File: src/rtl/md_sixbutton_reader.sv
// Host-side poller for the DB9 six-button pad protocol: walks the select line through
// six phases once per poll, then reports pad type and the pressed-button vector.
module md_sixbutton_reader #(
    parameter int HALF_CYCLES = 40,
    parameter int POLL_CYCLES = 80000
) (
    input  logic        clk,
    input  logic        reset,
    input  logic        p1,
    input  logic        p2,
    input  logic        p3,
    input  logic        p4,
    input  logic        p6,
    input  logic        p9,
    output logic        p7,
    output logic [11:0] buttons,
    output logic        valid,
    output logic        six_button,
    output logic        pad_present
);

    localparam int            CW        = $clog2(POLL_CYCLES + 1);
    localparam logic [CW-1:0] POLL_LAST = CW'(POLL_CYCLES - 1);
    localparam logic [CW-1:0] HALF_LAST = CW'(HALF_CYCLES - 1);

    typedef enum logic [2:0] {WAIT, PH0, PH1, PH2, PH3, PH4, PH5} state_t;

    state_t        state, state_next;
    logic [CW-1:0] poll_cnt, poll_next;
    logic [CW-1:0] phase_cnt, phase_next;
    logic          phase_end;
    logic          p7_next;
    logic [5:0]    pins_meta, pins_sync;
    logic [7:0]    shadow_lo;
    logic [3:0]    shadow_hi;
    logic          id3, id6a, id6b, six_now;

    // Pin order {p9, p6, p4, p3, p2, p1}; idle value is the pulled-up "no pad" level.
    always_ff @(posedge clk or negedge reset) begin
        if (!reset) begin
            pins_meta <= '1;
            pins_sync <= '1;
        end else begin
            pins_meta <= {p9, p6, p4, p3, p2, p1};
            pins_sync <= pins_meta;
        end
    end

    always_ff @(posedge clk or negedge reset) begin
        if (!reset) begin
            state     <= WAIT;
            poll_cnt  <= '0;
            phase_cnt <= '0;
            p7        <= 1'b1;
        end else begin
            state     <= state_next;
            poll_cnt  <= poll_next;
            phase_cnt <= phase_next;
            p7        <= p7_next;
        end
    end

    // The poll counter free-runs over POLL_CYCLES so PH0 starts are exactly periodic.
    always_comb begin
        state_next = state;
        poll_next  = (poll_cnt == POLL_LAST) ? '0 : poll_cnt + CW'(1);
        phase_end  = 1'b0;
        phase_next = '0;
        if (state != WAIT) begin
            phase_end  = (phase_cnt == HALF_LAST);
            phase_next = phase_end ? '0 : phase_cnt + CW'(1);
        end
        case (state)
            WAIT:    if (poll_cnt == POLL_LAST) state_next = PH0;
            PH0:     if (phase_end) state_next = PH1;
            PH1:     if (phase_end) state_next = PH2;
            PH2:     if (phase_end) state_next = PH3;
            PH3:     if (phase_end) state_next = PH4;
            PH4:     if (phase_end) state_next = PH5;
            PH5:     if (phase_end) state_next = WAIT;
            default: state_next = WAIT;
        endcase
        p7_next = (state_next == WAIT) || (state_next == PH0) ||
                  (state_next == PH2)  || (state_next == PH4);
    end

    assign id6b    = (pins_sync[3:0] == 4'hF);
    assign six_now = id3 && id6a && id6b;

    // Raw active-low samples collect in the shadow; outputs change only at the end of PH5.
    always_ff @(posedge clk or negedge reset) begin
        if (!reset) begin
            shadow_lo   <= '1;
            shadow_hi   <= '1;
            id3         <= 1'b0;
            id6a        <= 1'b0;
            buttons     <= '0;
            valid       <= 1'b0;
            six_button  <= 1'b0;
            pad_present <= 1'b0;
        end else begin
            valid <= 1'b0;
            if (phase_end) begin
                case (state)
                    PH0: shadow_lo[5:0] <= pins_sync;
                    PH1: begin
                        shadow_lo[7:6] <= pins_sync[5:4];
                        id3            <= (pins_sync[3:2] == 2'b00);
                    end
                    PH3: id6a <= (pins_sync[3:0] == 4'h0);
                    PH4: shadow_hi <= pins_sync[3:0];
                    PH5: begin
                        valid         <= 1'b1;
                        pad_present   <= id3;
                        six_button    <= six_now;
                        buttons[7:0]  <= id3 ? ~shadow_lo : 8'h00;
                        buttons[11:8] <= six_now ? ~shadow_hi : 4'h0;
                    end
                    default: ;
                endcase
            end
        end
    end

endmodule

File: config.mk
export PLATFORM = sky130hd
export DESIGN_NAME = md_sixbutton_reader
export DESIGN_NICKNAME = d
export VERILOG_FILES = /design/src/rtl/md_sixbutton_reader.sv
export SDC_FILE = /design/constraint.sdc
export NUM_CORES = 1
export LEC_CHECK = 0
export ABC_AREA = 1
export BUFFER_PORTS_ARGS = -buffer_cell sky130_fd_sc_hd__buf_2
export CAP_MARGIN = 20
export CORE_ASPECT_RATIO = 1.25
export CORE_UTILIZATION = 40
export CTS_CLUSTER_DIAMETER = 100
export DETAILED_ROUTE_END_ITERATION = 7
export HOLD_SLACK_MARGIN = 0.1
export PLACE_DENSITY = 0.57
export SYNTH_ARGS = -nofsm -noshare
export SYNTH_HDL_FRONTEND = slang
export SYNTH_SLANG_ARGS = --single-unit
File: constraint.sdc
create_clock -name clk -period 2.3 [get_ports clk]
set_clock_uncertainty 0.2 [all_clocks]
set_input_delay 0.575 -clock clk [delete_from_list [all_inputs] [get_ports clk]]
set_output_delay 0.575 -clock clk [all_outputs]
set_load 0.02 [all_outputs]
* After elaboration in Yosys (flattened, before gate mapping)
Index checks and enable logic that the tools add are counted.
Storage, ports and cells: output and inout bits 16, register bits after elaboration 79, word-level logic and storage cells 62
Operators by class: bitwise gates (word level) 2, equal/unequal tests 12, add/subtract/negate cells 2, reductions and logical operators 15, mux-type cells 16
Operator list (count):
- 17-bit 2-to-1 mux | 3
- 17-bit by 1-bit adder with 17-bit output (second input constant) | 2
- 3-bit 2-to-1 mux | 7
- 3-bit case mux with 7 select lines | 1
- 17-bit == test (second input constant) | 1
- 17-bit by 6-bit == test with 1-bit output (second input constant) | 1
- 3-bit == test (second input constant) | 4
- 2-bit AND reduction | 5
- 3-bit by 2-bit == test with 1-bit output (second input constant) | 3
- 8-bit 2-to-1 mux | 1
- 8-bit inverter | 1
- 3-bit by 1-bit == test with 1-bit output (second input constant) | 2
- 3-bit logical NOT | 2
- 4-bit == test (second input constant) | 1
- 4-bit logical NOT | 1
- 4-bit 2-to-1 mux | 1
- 4-bit inverter | 1
- 1-bit logical OR | 3
- 1-bit 2-to-1 mux | 3
- 3-bit nonzero test | 1
- 1-bit logical AND | 2
- 2-bit logical NOT | 1

* Depth between registers and ports, before layout
Gate-level depths: netlist (run 1).
word-level depth 8, mapped depth 10, mapped depth without buffers 10

* Least setup slack after synthesis (run 1)
No wires, ideal clock.
kind flip-flop to flip-flop, start reg poll_cnt[0], end reg poll_cnt[10], stages on the path, launching flop included 9, slack 0.679 ns, required time 1.982 ns, buffers on the path 0, setup time 0.118 ns, arrival 1.303 ns, cells stage by stage dfrtp_1 > ha_1 > nand3_1 > nor2_2 > nand2_1 > nor2_4 > nand3_1 > xor2_1 > inv_1
On the way: cells in the longest elaborated chain, start to end 2, elaborated cells on any way between the ends 3
Ends and longest elaborated chain:
- start: declaration | line 29 | logic [CW-1:0] poll_cnt, poll_next;
- start signal: assignment | line 57 | poll_cnt <= poll_next;
- 17-bit by 1-bit adder with 17-bit output / 17-bit == test (equally long branches) | line 66 | poll_next = (poll_cnt == POLL_LAST) ? '0 : poll_cnt + CW'(1);
- 17-bit 2-to-1 mux * | line 66
- named net poll_next[10] | line 29
The timed path passes the listed nets; every way through them passes the cells marked *. A chain may end at the register's enable or synchronous reset.

* Worst setup path after layout (run 1)
start reg phase_cnt[12], end reg buttons[7]
On the way: cells in the longest elaborated chain, start to end 3
Ends and longest elaborated chain:
- start: declaration | line 30 | logic [CW-1:0] phase_cnt, phase_next;
- start signal: assignment | line 58 | phase_cnt <= phase_next;
- 17-bit by 6-bit == test with 1-bit output | line 70 | phase_end = (phase_cnt == HALF_LAST);
- 1-bit 2-to-1 mux | line 69 | if (state != WAIT) begin
- 2-bit AND reduction (no line)
- end signal: assignment | line 116 | buttons[7:0] <= id3 ? ~shadow_lo : 8'h00;
- end: declaration | line 16 | output logic [11:0] buttons,
Every way passes these cells.

==> results of run 1 <==
## final timing paths
| kind | to | slack [ns] | depth (start not counted) |
|---|---|---|---|
| max | buttons[7]$_DFFE_PN0P_ | 0.45 | 8 |
| min reg2reg | pins_sync[0]$_DFF_PN1_ | 0.16 | 0 |
| min | pins_meta[1]$_DFF_PN1_ | 0.13 | 1 |
| max in group asynchronous | pins_sync[0]$_DFF_PN1_ | 0.75 | 3 |
| max reg2reg | buttons[7]$_DFFE_PN0P_ | 0.45 | 8 |
| min in group asynchronous | phase_cnt[10]$_DFF_PN0_ | 0.51 | 2 |
## layer usage
layer / part of all wire [%] / vias up / routed length (um)
met5: 0 / - / 0
met4: 1.8 / 0 / 130
met3: 2.6 / 9 / 188
met2: 46 / 38 / 3280
met1: 50 / 1298 / 3580
li1: - / 1496 / -
## layout by cell type, fill, tap and decap left out, types with 11 or more instances in the layout
cell type | synthesis | final
inv_1 | 54 | 54
nor3_1 | 20 | 20
dfstp_2 | 25 | 25
buf_2 | 4 | 22
nand2_1 | 94 | 94
xor2_1 | 16 | 16
nand3_1 | 26 | 26
nor2_1 | 74 | 74
dfrtp_1 | 54 | 54
nand4_1 | 20 | 20
clkbuf_16 | 0 | 11
## registers in the layout, summed over array words and instances, names as in the netlist
signal       flops
buttons         12
id3              1
id6a             1
p7               1
pad_present      1
phase_cnt       17
pins_meta        6
pins_sync        6
poll_cnt        17
shadow_hi        4
shadow_lo        8
six_button       1
state            3
valid            1
## area by class of cell
class	instances	area, um^2
Clock buffer	11	275
Clock inverter	5	42.5
Fill cell	932	4790
Inverter	60	225
Multi-Input combinational cell	303	1530
Sequential cell	79	2010
Tap cell	123	154
Timing Repair Buffer	26	155
## through the flow
step                      std cells  hold slack (ns)
after floorplan                 449           0.0794
after global placement          590            0.145
after detailed placement        590            0.147
after CTS                       607            0.118
after global routing            607            0.112
final                           607            0.127
## worst register-to-register path: stages, from the launching register on
cell,delay (ns)
dfrtp_1,0.45
nor2_2,0.17
nand2_1,0.07
nor2_1,0.12
nand2_1,0.10
nor2_4,0.26
nand3_4,0.21
nand2_1,0.12
nand2_1,0.05
## timing repair
item                                   4_1_cts  5_1_grt
endpoints found under the hold margin       30        0
setup endpoints to repair                    0        0
hold buffers                                 1        0
resized for setup                            0        0
## cells by family (layout without fill, tap and decap cells)
family	after synthesis	in the layout
AO/OA/AOI/OAI	25	25
XOR/XNOR	16	16
adder cells (fa/ha/maj)	2	2
buffers and inverters	67	102
flip-flops	79	79
AND/OR/NAND/NOR	260	260
## power groups by stage
stage               combinational (mW)  sequential (mW)  clock, mW
floorplan                      0.00606             1.44          0
global placement                0.0451             1.44          0
detailed placement              0.0457             1.44          0
CTS                             0.0468             1.41       1.51
global route                    0.0526             1.41       1.57
finish                          0.0437             1.41       1.47
==> run metrics, run 1 <==
vias in the first global route=2884; VDD IR max=0.431 mV; die extent in x=89.3 um; max-cap viol count=0; placed cell areas=4060 um^2; Cell variety after synth=31; CTS root buf=clkbuf_16; final net count=489; Final Hold Fails=0; Max transition margin=66.4%; final setup margin=0.446 ns; Reg power frac=48.3%; area grow syn2layout=15.1%; GRT Max-Usage Layer=met2; met2 Track Usage GR=roughly a quarter; top-count cell post-synth=nand2_1; Max clock buf depth=2; mapped cell area=between 3000 and 4000 um^2; DPL Wire Length=5280 um; largest net degree at the start of global routing=49; fin area=roughly 4400 um^2; first drt pass iteration count=4; multiplexer share of the synthesized area=0%; TritonCTS Buffers=9; Yosys top cell area share=35.5%; Post-Synthesis Mean Instance Area=around 8.5 um^2; RSZ-0062 raised after global routing=false; CP dominant cell by count=nand2_1; first-pass GRT wire length=13000 um; Clock Sinks=79; fraction of layout cells with a size suffix above 1=20.7%; sequential area share after synthesis=52.7%; Synth Area in Simple Gates=a little under a third; Worst Path Arrival=between 1.5 and 2 ns; status=complete, no violations; Syn Nets=around 460; Sw Ratio=21.5%; Setup Crit Path Kind=reg -> reg; CP Cell Sequence=nor2_2 > nand2_1 > nor2_1 > nand2_1 > nor2_4 > nand3_4 > nand2_1 > nand2_1; H-tree levels=3; Tmin final=between 1.5 and 2 ns; combinational family with the most area after synthesis=simple AND/OR/NAND/NOR gates; pre-CTS setup slack=0.456 ns; Gate Count Post-Synth=around 450; cell family with most CP delay=simple AND/OR/NAND/NOR gates; Clock Latency Late Sink=0.34 ns; Post-Route WL=7190 um; Worst Path Required=roughly 2.3 ns; Post-Synth Adder-Cell Area=0.657%; GR Util met1=23.0%; diodes inserted=0; gpl congestion=roughly 0.82; clock share of power=50.3%; clk slew on worst S/H paths=0.06 ns; worst r2r src=phase_cnt[12]$_DFF_PN0_; wire per inst=11.8 um; Hold Path Class=in -> reg; port bufs=23; crit-path max FO=14; FFs w/ async S/R, synth=100%; xor and xnor fraction of the mapped netlist area=about 3.7%; total power=2.93 mW; Setup Fix Bufs, Post-CTS=0; WP buf/inv=0; via/cell ratio=4.68; DRT antenna net count=0; switching power=approximately 0.63 mW; final setup fails=0; logic gate share of total power=roughly 1.5%; initial antenna violation count=0; Int Pwr=between 2 and 2.5 mW; Pleak=2.12 nW; Slowest cell on crit path=dfrtp_1; HP Start=p2; met3 Use GR=approximately 3.6%; Post-synth EDFFs=0; power per cell area=~670 nW/um^2; maximum clock rate=roughly 540 MHz; via count=2841; cells taking the most area after synthesis=dfrtp_1 35%, dfstp_2 17%, nand2_1 9.3%; Tcrit/Tclk final=80.6%; ys flop type=dfrtp_1; Die Span Y=about 110 um; Worst Setup End Kind=flop; 1st-iter DRT viols=123; post-synthesis register bit count=79; post-layout util=47.8%; synth cell count leaders=94 x nand2_1, 74 x nor2_1, 54 x dfrtp_1, 54 x inv_1, 26 x nand3_1; crit-path max cell delay=0.45 ns; Worst setup startpoint=phase_cnt[12]$_DFF_PN0_; grt ovf=0; post-synthesis compound-gate area fraction=4.01%; Std-Cell Rows=39; Synth area leader=dfrtp_1; max-slew violations=0; die area=between 9000 and 10000 um^2; Remaining DRCs=0; setup TNS=0 ns; initial core utilization=between 40% and 50%; Tot GR Track Use=16.8%; IO Pins=24; worst slew pin tran=0.504 ns; Yosys Warn Count=0; CTS tree=done; CP Launch Type=flop; core footprint=between 9000 and 10000 um^2
Power figures use the tool's default switching activity.
==> run 2, diff against run 1 <==
--- a/config.mk
+++ b/config.mk
@@ -5,7 +5,7 @@
 export SDC_FILE = /design/constraint.sdc
 export NUM_CORES = 1
 export LEC_CHECK = 0
-export ABC_AREA = 1
+export ABC_AREA = 0
 export BUFFER_PORTS_ARGS = -buffer_cell sky130_fd_sc_hd__buf_2
 export CAP_MARGIN = 20
 export CORE_ASPECT_RATIO = 1.25
@@ -13,7 +13,7 @@
 export CTS_CLUSTER_DIAMETER = 100
 export DETAILED_ROUTE_END_ITERATION = 7
 export HOLD_SLACK_MARGIN = 0.1
-export PLACE_DENSITY = 0.57
+export PLACE_DENSITY = 0.58
 export SYNTH_ARGS = -nofsm -noshare
 export SYNTH_HDL_FRONTEND = slang
 export SYNTH_SLANG_ARGS = --single-unit
==> constraint.sdc (replaced) <==
create_clock -name clk -period 1.9 [get_ports clk]
set_clock_uncertainty 0.2 [all_clocks]
set_input_delay 0.475 -clock clk [delete_from_list [all_inputs] [get_ports clk]]
set_output_delay 0.475 -clock clk [all_outputs]
set_load 0.02 [all_outputs]
==> run metrics, run 2 <==
CTS tree=done; Worst R2R End=phase_cnt[13]$_DFF_PN0_; Worst Setup End Kind=flop; post-layout util=53.8% (+6.0 points); Remaining DRCs=0 (unchanged); final setup margin=-0.100 ns (-0.547 ns); worst slew pin tran=0.442 ns (-0.0612 ns); 1st-iter DRT viols=83 (-33%); Yosys top cell area share=39.2% (+3.8 points); crit path to=phase_cnt[13]$_DFF_PN0_; Clock Latency Late Sink=0.36 ns (+0.02 ns); DPL Wire Length=4390 um (-17%); synth cell count leaders=54 x dfrtp_1, 29 x nor2_1, 25 x dfstp_2; Yosys Warn Count=0 (unchanged); via count=2359 (-17%); Tcrit/Tclk final=105% (+25 points); logic gate share of total power=1.7% (+0.2 points); Pleak=2.04 nW (-3.8%); status=finished with violations; first drt pass iteration count=4 (unchanged); max-cap viol count=0 (unchanged); TritonCTS Buffers=9 (unchanged); Worst setup startpoint=phase_cnt[1]$_DFF_PN0_; Die Span Y=106 um (-4.8%); Std-Cell Rows=37 (-5.1%); switching power=0.668 mW (+5.9%); Synth area leader=dfrtp_1; Setup Crit Path Kind=reg -> reg; R2R Setup Slk=-0.10 ns (-0.55 ns); Worst Path Arrival=2.04 ns (+0.15 ns); DRT antenna net count=0 (unchanged); pre-CTS setup slack=-0.106 ns (-0.563 ns); worst r2r src=phase_cnt[1]$_DFF_PN0_; port bufs=23 (unchanged); Max clock buf depth=2 (unchanged); vias in the first global route=2342 (-19%); Gate Count Post-Synth=280 (-38%); IO Pins=24 (unchanged); fraction of layout cells with a size suffix above 1=41.9% (+21 points); via/cell ratio=5.13 (+9.6%); maximum clock rate=500 MHz (-7.3%); Tmin final=2.00 ns (+0.147 ns); RSZ-0062 raised after global routing=true; Reg2Reg Depth=9 (+1); sequential area share after synthesis=58.3% (+5.6 points); initial antenna violation count=0 (unchanged); Syn Nets=290 (-37%); Sw Ratio=20.4% (-1.1 points); commonest non-fill, non-tap cells in the layout=54 x dfrtp_1, 38 x buf_4, 29 x nor2_1, 25 x dfstp_2, 22 x buf_2; Hold Path Class=reg -> reg; area grow syn2layout=29.5%; clock share of power=45.9% (-4.4 points); clk slew on worst S/H paths=0.08 ns (+0.02 ns); FFs w/ async S/R, synth=100% (unchanged); Post-synth EDFFs=0 (unchanged); commonest non-fill, non-tap cell in the layout=dfrtp_1; max-slew violations=0 (unchanged); Int Pwr=2.60 mW (+13%); Max transition margin=70.5% (+4.1 points); CP Launch Type=flop; initial core utilization=41.6% (about the same); wire per inst=13.9 um (+18%); H-tree levels=3 (unchanged); biggest regs=phase_cnt x17, poll_cnt x17, buttons x12; ys flop type=dfrtp_1; failing checks=setup timing; gpl congestion=0.775 (-6.0%); final net count=368 (-25%); grt ovf=0 (unchanged); top-count cell post-synth=dfrtp_1; cells taking the most area after synthesis=dfrtp_1 39%, dfstp_2 19%, mux2_2 5.9%; Final Hold Fails=0 (unchanged); die extent in x=85 um (-4.8%); Worst Path Required=1.94 ns (-0.39 ns); Tot GR Track Use=16.1% (-0.74 points); die area=8990 um^2 (-9.4%); mapped cell area=3440 um^2 (-9.6%); post-synthesis register bit count=79 (unchanged); Reg power frac=52.4% (+4.1 points); Post-Route WL=6410 um (-11%); Worst Hold Slack=0.154 ns (+0.0263 ns); Cell variety after synth=44 (+42%); core footprint=8290 um^2 (-9.7%); Clock Sinks=79 (unchanged); first-pass GRT wire length=11000 um (-15%); crit-path max FO=9 (-5); diodes inserted=0 (unchanged); Post-Place Cells=431 (-27%); Post-Synthesis Mean Instance Area=12.3 um^2 (+45%); final setup fails=45 (+45); CTS root buf=clkbuf_8; Finished Layout Cells=460 (-24%); power per cell area=733 nW/um^2 (+9.8%); largest net degree at the start of global routing=80 (+63%); VDD IR max=0.367 mV (-15%)
## run 2: metrics by stage
stage	power [mW]	area, um^2	TNS, ns
5_1_grt	3.40	4460	-6.92
4_1_cts	3.32	4440	-2.47
3_3_place_gp	1.79	4020	-0.895
3_5_place_dp	1.79	4020	-1.68
2_1_floorplan	1.74	3500	-1.88
6_report	3.27	4460	-2.66
## run 2: what timing repair did
item / 4_1_cts / 5_1_grt
endpoints found under the setup margin: 33 / 49
gates cloned: 1 / 0
hold endpoints to repair: 60 / 0
buffers inserted: 3 / 2
hold buffers: 7 / 0
pin swaps: 4 / 2
resized for setup: 11 / 4
## run 2: cells by family after synthesis
family	synth area share, %
AND/OR/NAND/NOR	20.3
flip-flops	58.3
multiplexers	9.99
XOR/XNOR	6.36
AO/OA/AOI/OAI	2.62
buffers and inverters	1.74
adder cells (fa/ha/maj)	0.726
## run 2: cell type report
type	count	area, um^2
Inverter	4	15.0
Clock buffer	9	124
Tap cell	97	121
Fill cell	703	3830
Multi-Input combinational cell	189	1470
Timing Repair Buffer	75	598
Sequential cell	79	2010
Clock inverter	7	121
## run 2: how the worst min path moves through the flow
| stage | end | cells past startpoint | slack [ns] | from |
|---|---|---|---|---|
| after CTS | pins_sync[2]$_DFF_PN1_ | 0 | 0.16 | pins_meta[2]$_DFF_PN1_ |
| after floorplan | buttons[0]$_DFFE_PN0P_ | 0 | -0.02 | reset |
| after global routing | pins_sync[4]$_DFF_PN1_ | 0 | 0.17 | pins_meta[4]$_DFF_PN1_ |
| after global placement | pins_sync[5]$_DFF_PN1_ | 0 | 0.15 | pins_meta[5]$_DFF_PN1_ |
| final | pins_sync[5]$_DFF_PN1_ | 0 | 0.15 | pins_meta[5]$_DFF_PN1_ |
| after detailed placement | pins_sync[5]$_DFF_PN1_ | 0 | 0.15 | pins_meta[5]$_DFF_PN1_ |
## run 2: power by group through the flow
| stage | clock [mW] | sequential (mW) | combinational [mW] |
|---|---|---|---|
| 3_5_place_dp | 0 | 1.75 | 0.0477 |
| 5_1_grt | 1.61 | 1.72 | 0.0654 |
| 2_1_floorplan | 0 | 1.74 | 0.00141 |
| 4_1_cts | 1.55 | 1.71 | 0.0591 |
| 3_3_place_gp | 0 | 1.75 | 0.0474 |
| 6_report | 1.50 | 1.71 | 0.0563 |
## run 2: routing by layer
metal	wire, um	vias to the layer above	GRT usage [%]
li1	-	1149	-
met1	2760	1152	19.1
met2	3300	45	27.1
met3	140	13	1.88
met4	211	0	10.9
met5	0	-	0
## run 2: worst max-delay path, stage by stage, from the launching register on
cell and delay (ns):
dfrtp_1 0.40, ha_4 0.15, nor4b_4 0.25, nand4_4 0.18, buf_4 0.18, buf_6 0.10, buf_4 0.14, nand2b_4 0.10
buf_12 0.13, a21oi_1 0.05
